### config.mk
export PLATFORM = sky130hd
export DESIGN_NAME = fir_mac_sequencer
export DESIGN_NICKNAME = d
export VERILOG_FILES = /design/src/rtl/fir_mac_sequencer.sv
export SDC_FILE = /design/constraint.sdc
export NUM_CORES = 1
export LEC_CHECK = 0
export CAP_MARGIN = 0
export CORE_MARGIN = 2
export CORE_UTILIZATION = 61
export CTS_BUF_LIST = sky130_fd_sc_hd__clkbuf_8 sky130_fd_sc_hd__clkbuf_16
export CTS_CLUSTER_SIZE = 16
export DETAILED_ROUTE_END_ITERATION = 8
export PLACE_DENSITY = 0.84
export SLEW_MARGIN = 0
export SYNTH_ARGS = -nofsm -noshare
export SYNTH_HDL_FRONTEND = slang
export SYNTH_SLANG_ARGS = --single-unit
### constraint.sdc
create_clock -name clk -period 9 [get_ports clk]
set_input_delay 1.8 -clock clk [delete_from_list [all_inputs] [get_ports clk]]
set_output_delay 1.8 -clock clk [all_outputs]
set_load 0.05 [all_outputs]
### src/rtl/fir_mac_sequencer.sv
// fir_mac_sequencer: a sequential FIR filter with one shared N x N multiplier.
// Each accepted sample sets off one pass. The pass spends TAPS cycles in MAC,
// one per tap, then one cycle in DONE. The sequencer then returns to IDLE, so
// it takes one sample every TAPS+2 cycles.
// Optional feature macro FIR_COEF_LOAD_EN: when it is defined, the coefficients
// are held in registers and can be written while idle. When it is undefined,
// every coefficient is the constant 10 and the coefficient write port does
// nothing.
module fir_mac_sequencer #(
  parameter int N     = 4,
  parameter int TAPS  = 10,
  parameter int ACC_W = 18
) (
  input  logic             clk,
  input  logic             reset,
  input  logic [N-1:0]     in,
  input  logic             in_valid,
  output logic             in_ready,
  input  logic             coef_we,
  input  logic [3:0]       coef_addr,
  input  logic [N-1:0]     coef_data,
  output logic [ACC_W-1:0] out,
  output logic             out_valid,
  output logic             busy
);

  localparam int IW = $clog2(TAPS);
  localparam logic [N-1:0] H_RESET = N'(10);

  typedef enum logic [1:0] {IDLE, MAC, DONE} state_t;

  state_t           state;
  state_t           state_nxt;
  logic [N-1:0]     x [TAPS];
  logic [IW-1:0]    idx;
  logic [ACC_W-1:0] acc;
  logic [N-1:0]     h_sel;
  logic [2*N-1:0]   prod;
  logic             accept;

  assign in_ready = (state == IDLE);
  assign busy     = (state != IDLE);
  assign accept   = in_valid && in_ready;

`ifdef FIR_COEF_LOAD_EN
  logic [N-1:0] h [TAPS];
  logic         coef_wr;

  // A write is only taken while idle, and only for an address inside the tap range.
  assign coef_wr = coef_we && (state == IDLE) && ({1'b0, coef_addr} < 5'(TAPS));

  // Coefficient registers. Reset loads every tap with 10.
  // NOTE: this array is reset on purpose, because the filter needs a defined
  // set of taps after reset. Plain storage arrays are normally left unreset.
  always_ff @(posedge clk) begin
    if (!reset) begin
      for (int k = 0; k < TAPS; k++) h[k] <= H_RESET;
    end else if (coef_wr) begin
      h[coef_addr[IW-1:0]] <= coef_data;
    end
  end

  assign h_sel = h[idx];
`else
  // Every tap is fixed at 10. The write port is folded into this signal so
  // that it is visibly consumed.
  logic unused_coef;
  assign unused_coef = ^{coef_we, coef_addr, coef_data};
  assign h_sel       = H_RESET;
`endif

  // Shared multiplier. It is fed the tap that the sequencer is visiting.
  assign prod = x[idx] * h_sel;

  // State register.
  // NOTE: sequential state is written with non-blocking assignments. Every flop
  // then samples its inputs from before the edge, whatever order the code is in.
  always_ff @(posedge clk) begin
    if (!reset) state <= IDLE;
    else        state <= state_nxt;
  end

  // Next-state logic. A pending sample outside IDLE has no effect here.
  // NOTE: the default is assigned first, so every path drives state_nxt and no
  // latch is inferred.
  always_comb begin
    state_nxt = state;
    unique case (state)
      IDLE:    if (accept) state_nxt = MAC;
      MAC:     if (idx == IW'(TAPS - 1)) state_nxt = DONE;
      DONE:    state_nxt = IDLE;
      default: state_nxt = IDLE;
    endcase
  end

  // Datapath: the delay line, the tap index, the accumulator and the result register.
  always_ff @(posedge clk) begin
    if (!reset) begin
      for (int k = 0; k < TAPS; k++) x[k] <= '0;
      acc       <= '0;
      idx       <= '0;
      out       <= '0;
      out_valid <= 1'b0;
    end else begin
      out_valid <= 1'b0;
      unique case (state)
        IDLE: begin
          if (accept) begin
            for (int k = TAPS - 1; k > 0; k--) x[k] <= x[k-1];
            x[0] <= in;
            acc  <= '0;
            idx  <= '0;
          end
        end
        MAC: begin
          // The full-width product is zero-extended. The sum wraps at the accumulator width.
          acc <= acc + ACC_W'(prod);
          idx <= idx + IW'(1);
        end
        DONE: begin
          out       <= acc;
          out_valid <= 1'b1;
        end
        default: ;
      endcase
    end
  end

endmodule

## Yosys cells after proc, flatten, opt, wreduce, memory -nomap -nowiden

Memories as Yosys holds them, arrays and structs flattened. A register that Yosys moved wholly into a read port is not among the register bits.
Cells that the tools add are included.

| storage, ports and cells | value |
|---|---|
| memories kept | 1 |
| bits of input ports | 16 |
| bits in writable memories | 40 |
| output and inout bits | 21 |
| bits in registers | 43 |
| word-level logic and storage cells | 55 |

Memory list:

| memory | depth | width | rd ports | clocked after Yosys merged registers in | write ports | RTL line | RTL |
|---|---|---|---|---|---|---|---|
| x | 10 | 4 | 10 | 1 | 10 | 34 | `logic [N-1:0] x [TAPS];` |

| cells by class | value |
|---|---|
| reduce and logical (&&, ||, !) cells | 6 |
| bitwise operators | 10 |
| muxes and demuxes | 25 |
| add/sub/neg operators | 2 |
| multipliers | 1 |
| equality and inequality tests | 5 |

Operators with widths:

| kind | number |
|---|---|
| $mux 4 | 13 |
| $pmux 18 s2 | 1 |
| $add 18x8->18 | 1 |
| $mux 18 | 1 |
| $or 1x1->1 | 10 |
| $pmux 4 s2 | 1 |
| $mul 4x3->7 const B | 1 |
| $mux 1 | 6 |
| $add 4x1->4 const B | 1 |
| $eq 4x4->1 const B | 1 |
| $mux 2 | 2 |
| $pmux 2 s2 | 1 |
| $reduce_and 2->1 | 2 |
| $reduce_bool 2->1 | 2 |
| $eq 2x1->1 const B | 1 |
| $eq 2x2->1 const B | 1 |
| $logic_not 2->1 | 1 |
| $ne 2x1->1 const B | 1 |
| $ne 2x2->1 const B | 1 |
| $logic_and 1x1->1 | 1 |

## Depth between registers and ports, before layout

| logic depth | value |
|---|---|
| word-level depth | 7 |
| gate-level depth with buffers | 15 |
| mapped depth without buffers | 14 |

## Worst setup path before layout

OpenSTA, ideal clock, no wires.

| path | value |
|---|---|
| kind | reg-to-reg |
| start | reg (tool-made name) |
| end | reg acc[15] |
| data required time | 8.884 ns |
| arrival time | 3.710 ns |
| clock period less this slack | 3.826 ns |
| buffers on the path | 1 |
| setup slack | 5.174 ns |
| setup time | 0.116 ns |
| cell stages (with the launch flop) | 16 |
| path through | dfxtp_1 -> buf_6 -> mux4_1 -> mux2_2 -> o21ai_2 -> inv_2 -> ha_1 -> ha_1 -> fa_1 -> xnor2_1 -> ha_1 -> o211ai_1 -> a21oi_1 -> o221a_2 -> a211oi_1 -> a41o_1 |

RTL lines:

| item | RTL line | RTL |
|---|---|---|
| end signal: assignment | 117 | `acc <= acc + ACC_W'(prod);` |
| end: declaration | 36 | `logic [ACC_W-1:0] acc;` |

==> impl_summary.md <==
Outcome
The flow ran to the end, and the final reports show no timing, DRC or antenna violations.

Worst setup path
The critical path goes through mux4_1 > mux2_2 > o21ai_2 > inv_1 > ha_1 > ha_1 > fa_1 > xnor2_1 > ha_1 > o211ai_1 > a21oi_1 > o221a_2 > a211oi_1 > a41o_1. STA puts the critical path data arrival time at 4920 ps. By startpoint and endpoint, the worst setup path is classified as flop to flop. The slowest stage of the critical path is the sky130_fd_sc_hd__dfxtp_1 cell.

The logic depth of the worst setup path including buffers is 14. The gate family responsible for the most delay along the worst path is adder cells. Of all nets on the critical path, the largest fanout is 12. In this design, the stage delay of the slowest critical-path cell is between 800 and 900 ps.

The cell with the most instances on the worst path is sky130_fd_sc_hd__ha_1. The worst register-to-register path has a depth of 14. The number of buffer and inverter stages on the critical path is 1.

Data on the critical path is required at its endpoint by 9260 ps. The endpoint type of the worst setup path is a flop. The worst setup path is launched from a flop.

Clock network
In this run the deepest clock path goes through 2 buffers. The total number of clock tree sinks is 85. In this run the post-CTS setup repair buffer count came out at 0.

The post-cts sizing count is 0. The H-tree was split into 3 levels. The total clock buffers created by CTS is 9.

The clock transition at the register clock pins on the worst setup and hold paths after CTS is roughly 90 ps. The insertion delay to the later sink of the worst-skew pair is about 360 ps. TritonCTS built the clock tree.

The root buffer cell is sky130_fd_sc_hd__clkbuf_8. The number of buffers added to fix hold violations after cts is 0.

STA
The portion of the clock cycle consumed by the worst path in the final layout is 0.517. The final max-slew violation count was 0. For this run, the top clock speed supported by timing is 0.215 GHz. The clock period minus final worst setup slack is 4650 ps. The post-route setup TNS is 0 ps. The final-report setup violation count is 0.

Setup repair after global routing left no endpoint under its margin. The worst slew margin relative to its limit is 0.263. At the pin with the least slew margin, the transition time is 1100 ps. The final hold violation count is 0. For the final database, setup skew stands at 14.9 ps.

Setup slack on the critical path of the routed design comes to 4350 ps. The final-layout worst hold slack is 453 ps.

Synthesis
The share of synthesized area in the top cell type comes to 0.309. The largest area contributor in the netlist is sky130_fd_sc_hd__edfxtp_1. The number of nets in the synthesized netlist is ~380. Counting every instance in the synthesized netlist gives 344.

The netlist area before placement is slightly below 0.004 sq mm. The mean instance size in the synthesized netlist is 11.3 sq um. The Yosys step of the flow raised 0 warnings. The synthesized design contains between 80 and 90 register bits.

In the synthesized netlist the async set-or-reset flop fraction comes to 0. Of the synthesized area, sequential elements account for 0.541. Ranked by total cell area, the synthesized netlist is headed by sky130_fd_sc_hd__edfxtp_1 31%, sky130_fd_sc_hd__dfxtp_1 23%, sky130_fd_sc_hd__and2_1 6.6%. The most used flip-flop cell after synthesis is sky130_fd_sc_hd__dfxtp_1. The distinct cell type count after synthesis is 48. Counting flops with a built-in enable in the synthesized netlist gives 40.

Finish
The fraction of final layout cells with drive strength greater than 1 is 0.0701. The finished layout holds 448 standard cells, fillers aside. From synthesis to final layout, the design area changed by 13.6%. The net count reported at finish is 398. 0 antenna diodes ended up in the layout. The library cell used most frequently in the layout, excluding fill and tap cells, is sky130_fd_sc_hd__nand2_1. In the layout the commonest cells are 53 x sky130_fd_sc_hd__nand2_1, 45 x sky130_fd_sc_hd__dfxtp_1, 41 x sky130_fd_sc_hd__and2_1.

GRT
The remaining global-route overflow is 0. Entering global routing, the biggest net connects 45 pins. For this run, the total global-route usage over all layers was measured as 0.216.

The number of antenna violations at the first check in global routing is 0. The first global-routing pass estimated 12100 microns of wire. The via count of the first global-routing pass came to approximately 2500.

Floorplanning
After floorplanning, the core was sized to cover 0.00624 sq mm. The number of core rows is 29. The count of boundary I/O pins is 37.

The die outline width is 83.8 microns. The die is about 84 microns tall. The die covers approximately 0.0070 sq mm. The effective utilization at floorplan is 0.622.

Power
In this run the static leakage power is 0.00171 uW. The total power draw is 842 uW. VDD sags by at most 0.104 mV. Power spread over the standard cell area amounts to 191 mW/mm^2.

Route
In this run the remaining antenna-violating nets after routing total 0. The number of detailed-routing iterations run before antenna repair is 4. The via count normalized by instance count is 5.82. The number of remaining DRC errors is 0.

The first routing iteration left 107 violations. The final wirelength is 6930 microns. After detailed routing, the average wire length per cell comes to 15.5 microns. The detailed-route via count is 2606.

Placed design
The cell total after placement is 432. The last weighted congestion value of the routability-driven placer is approximately 0.88. The wire-length estimate of the detail-placed layout is 4450 microns.

Prior to clock tree synthesis, the placed netlist has a worst setup slack of between 4000 and 5000 ps. Port buffering added 26 buffers.

Worst hold path
The path class of the lowest-slack min-delay path is flop to flop. The worst hold path was traced through 2 stages.

Job
The total of max-cap violations is 0.
[logic make-up (layout without fill, tap and decap cells)]
| group | count (synthesis) | count (layout) | share of synthesized area |
|---|---|---|---|
| AO/OA/AOI/OAI | 60 | 60 | 0.105 |
| XOR/XNOR | 7 | 7 | 0.0158 |
| adder cells (fa/ha/maj) | 16 | 16 | 0.0554 |
| buffers and inverters | 28 | 55 | 0.0313 |
| flip-flops | 85 | 85 | 0.541 |
| multiplexers | 19 | 19 | 0.0831 |
| other | 1 | 1 | 0.000966 |
| AND/OR/NAND/NOR | 128 | 128 | 0.167 |
[final cells by class]
cell class / instances / area (sq um)
flip-flops and latches: 85 / 2100
fillers: 445 / 1830
multi-input cells: 231 / 1660
repair buffers: 27 / 268
clock buffers: 12 / 188
well taps: 77 / 96.3
clock inverters: 4 / 51.3
inverters: 12 / 45.0
[worst min-delay path, delay by kind of cell, from the launching register on]
family / cells / cell delay [ps]
AOI/OAI and AO/OA: 1 / 50
DFF: 1 / 310
and+or+nand+nor: 1 / 50
[per-stage QoR]
| step | area (sq um) | utilization |
|---|---|---|
| finish | 4410 | 0.707 |
| global route | 4410 | 0.707 |
| CTS | 4410 | 0.707 |
| detailed placement | 4170 | 0.669 |
| global placement | 4170 | 0.669 |
| floorplan | 3880 | - |
[routing by layer]
layer / part of all wire / global-route usage / up-vias
li1: - / - / 1277
met1: 0.46 / 0.293 / 1254
met2: 0.48 / 0.340 / 61
met3: 0.036 / 0.0366 / 14
met4: 0.023 / 0.106 / 0
met5: 0 / 0 / -
[final timing paths]
check / start / to / slack [ps]
worst min register to register: out[2] / out[2] / 450
worst max-delay path: flop / acc[15] / 4350
worst min-delay path: out[2] / out[2] / 450
worst max register to register: flop / acc[15] / 4350
[report_power, final]
part	switching, uW	total (uW)	internal, uW
sequential	14.4	441	426
clock	138	308	170
combinational	53.1	93.3	40.2
[synth_stat cells, types with 3 or more instances]
master and number:
sky130_fd_sc_hd__mux2i_1 9, sky130_fd_sc_hd__and2_1 41, sky130_fd_sc_hd__a211oi_1 5, sky130_fd_sc_hd__nand2b_1 6, sky130_fd_sc_hd__ha_1 14, sky130_fd_sc_hd__nor2_1 9, sky130_fd_sc_hd__a21oi_1 25, sky130_fd_sc_hd__xor2_1 5
sky130_fd_sc_hd__inv_1 10, sky130_fd_sc_hd__dfxtp_1 45, sky130_fd_sc_hd__o211ai_1 6, sky130_fd_sc_hd__nand3_1 6, sky130_fd_sc_hd__nand2_1 53, sky130_fd_sc_hd__o41ai_1 3, sky130_fd_sc_hd__mux4_1 8, sky130_fd_sc_hd__nand4_1 3
sky130_fd_sc_hd__nor2b_1 4, sky130_fd_sc_hd__o2bb2ai_1 5, sky130_fd_sc_hd__edfxtp_1 40, sky130_fd_sc_hd__clkbuf_1 11
[registers in the layout, summed over array words and instances, names as in the netlist, named ones only]
name	cells
x	40
state	2
acc	17
out	17
out_valid	1
idx	4
(Power assumes the default switching activity.)
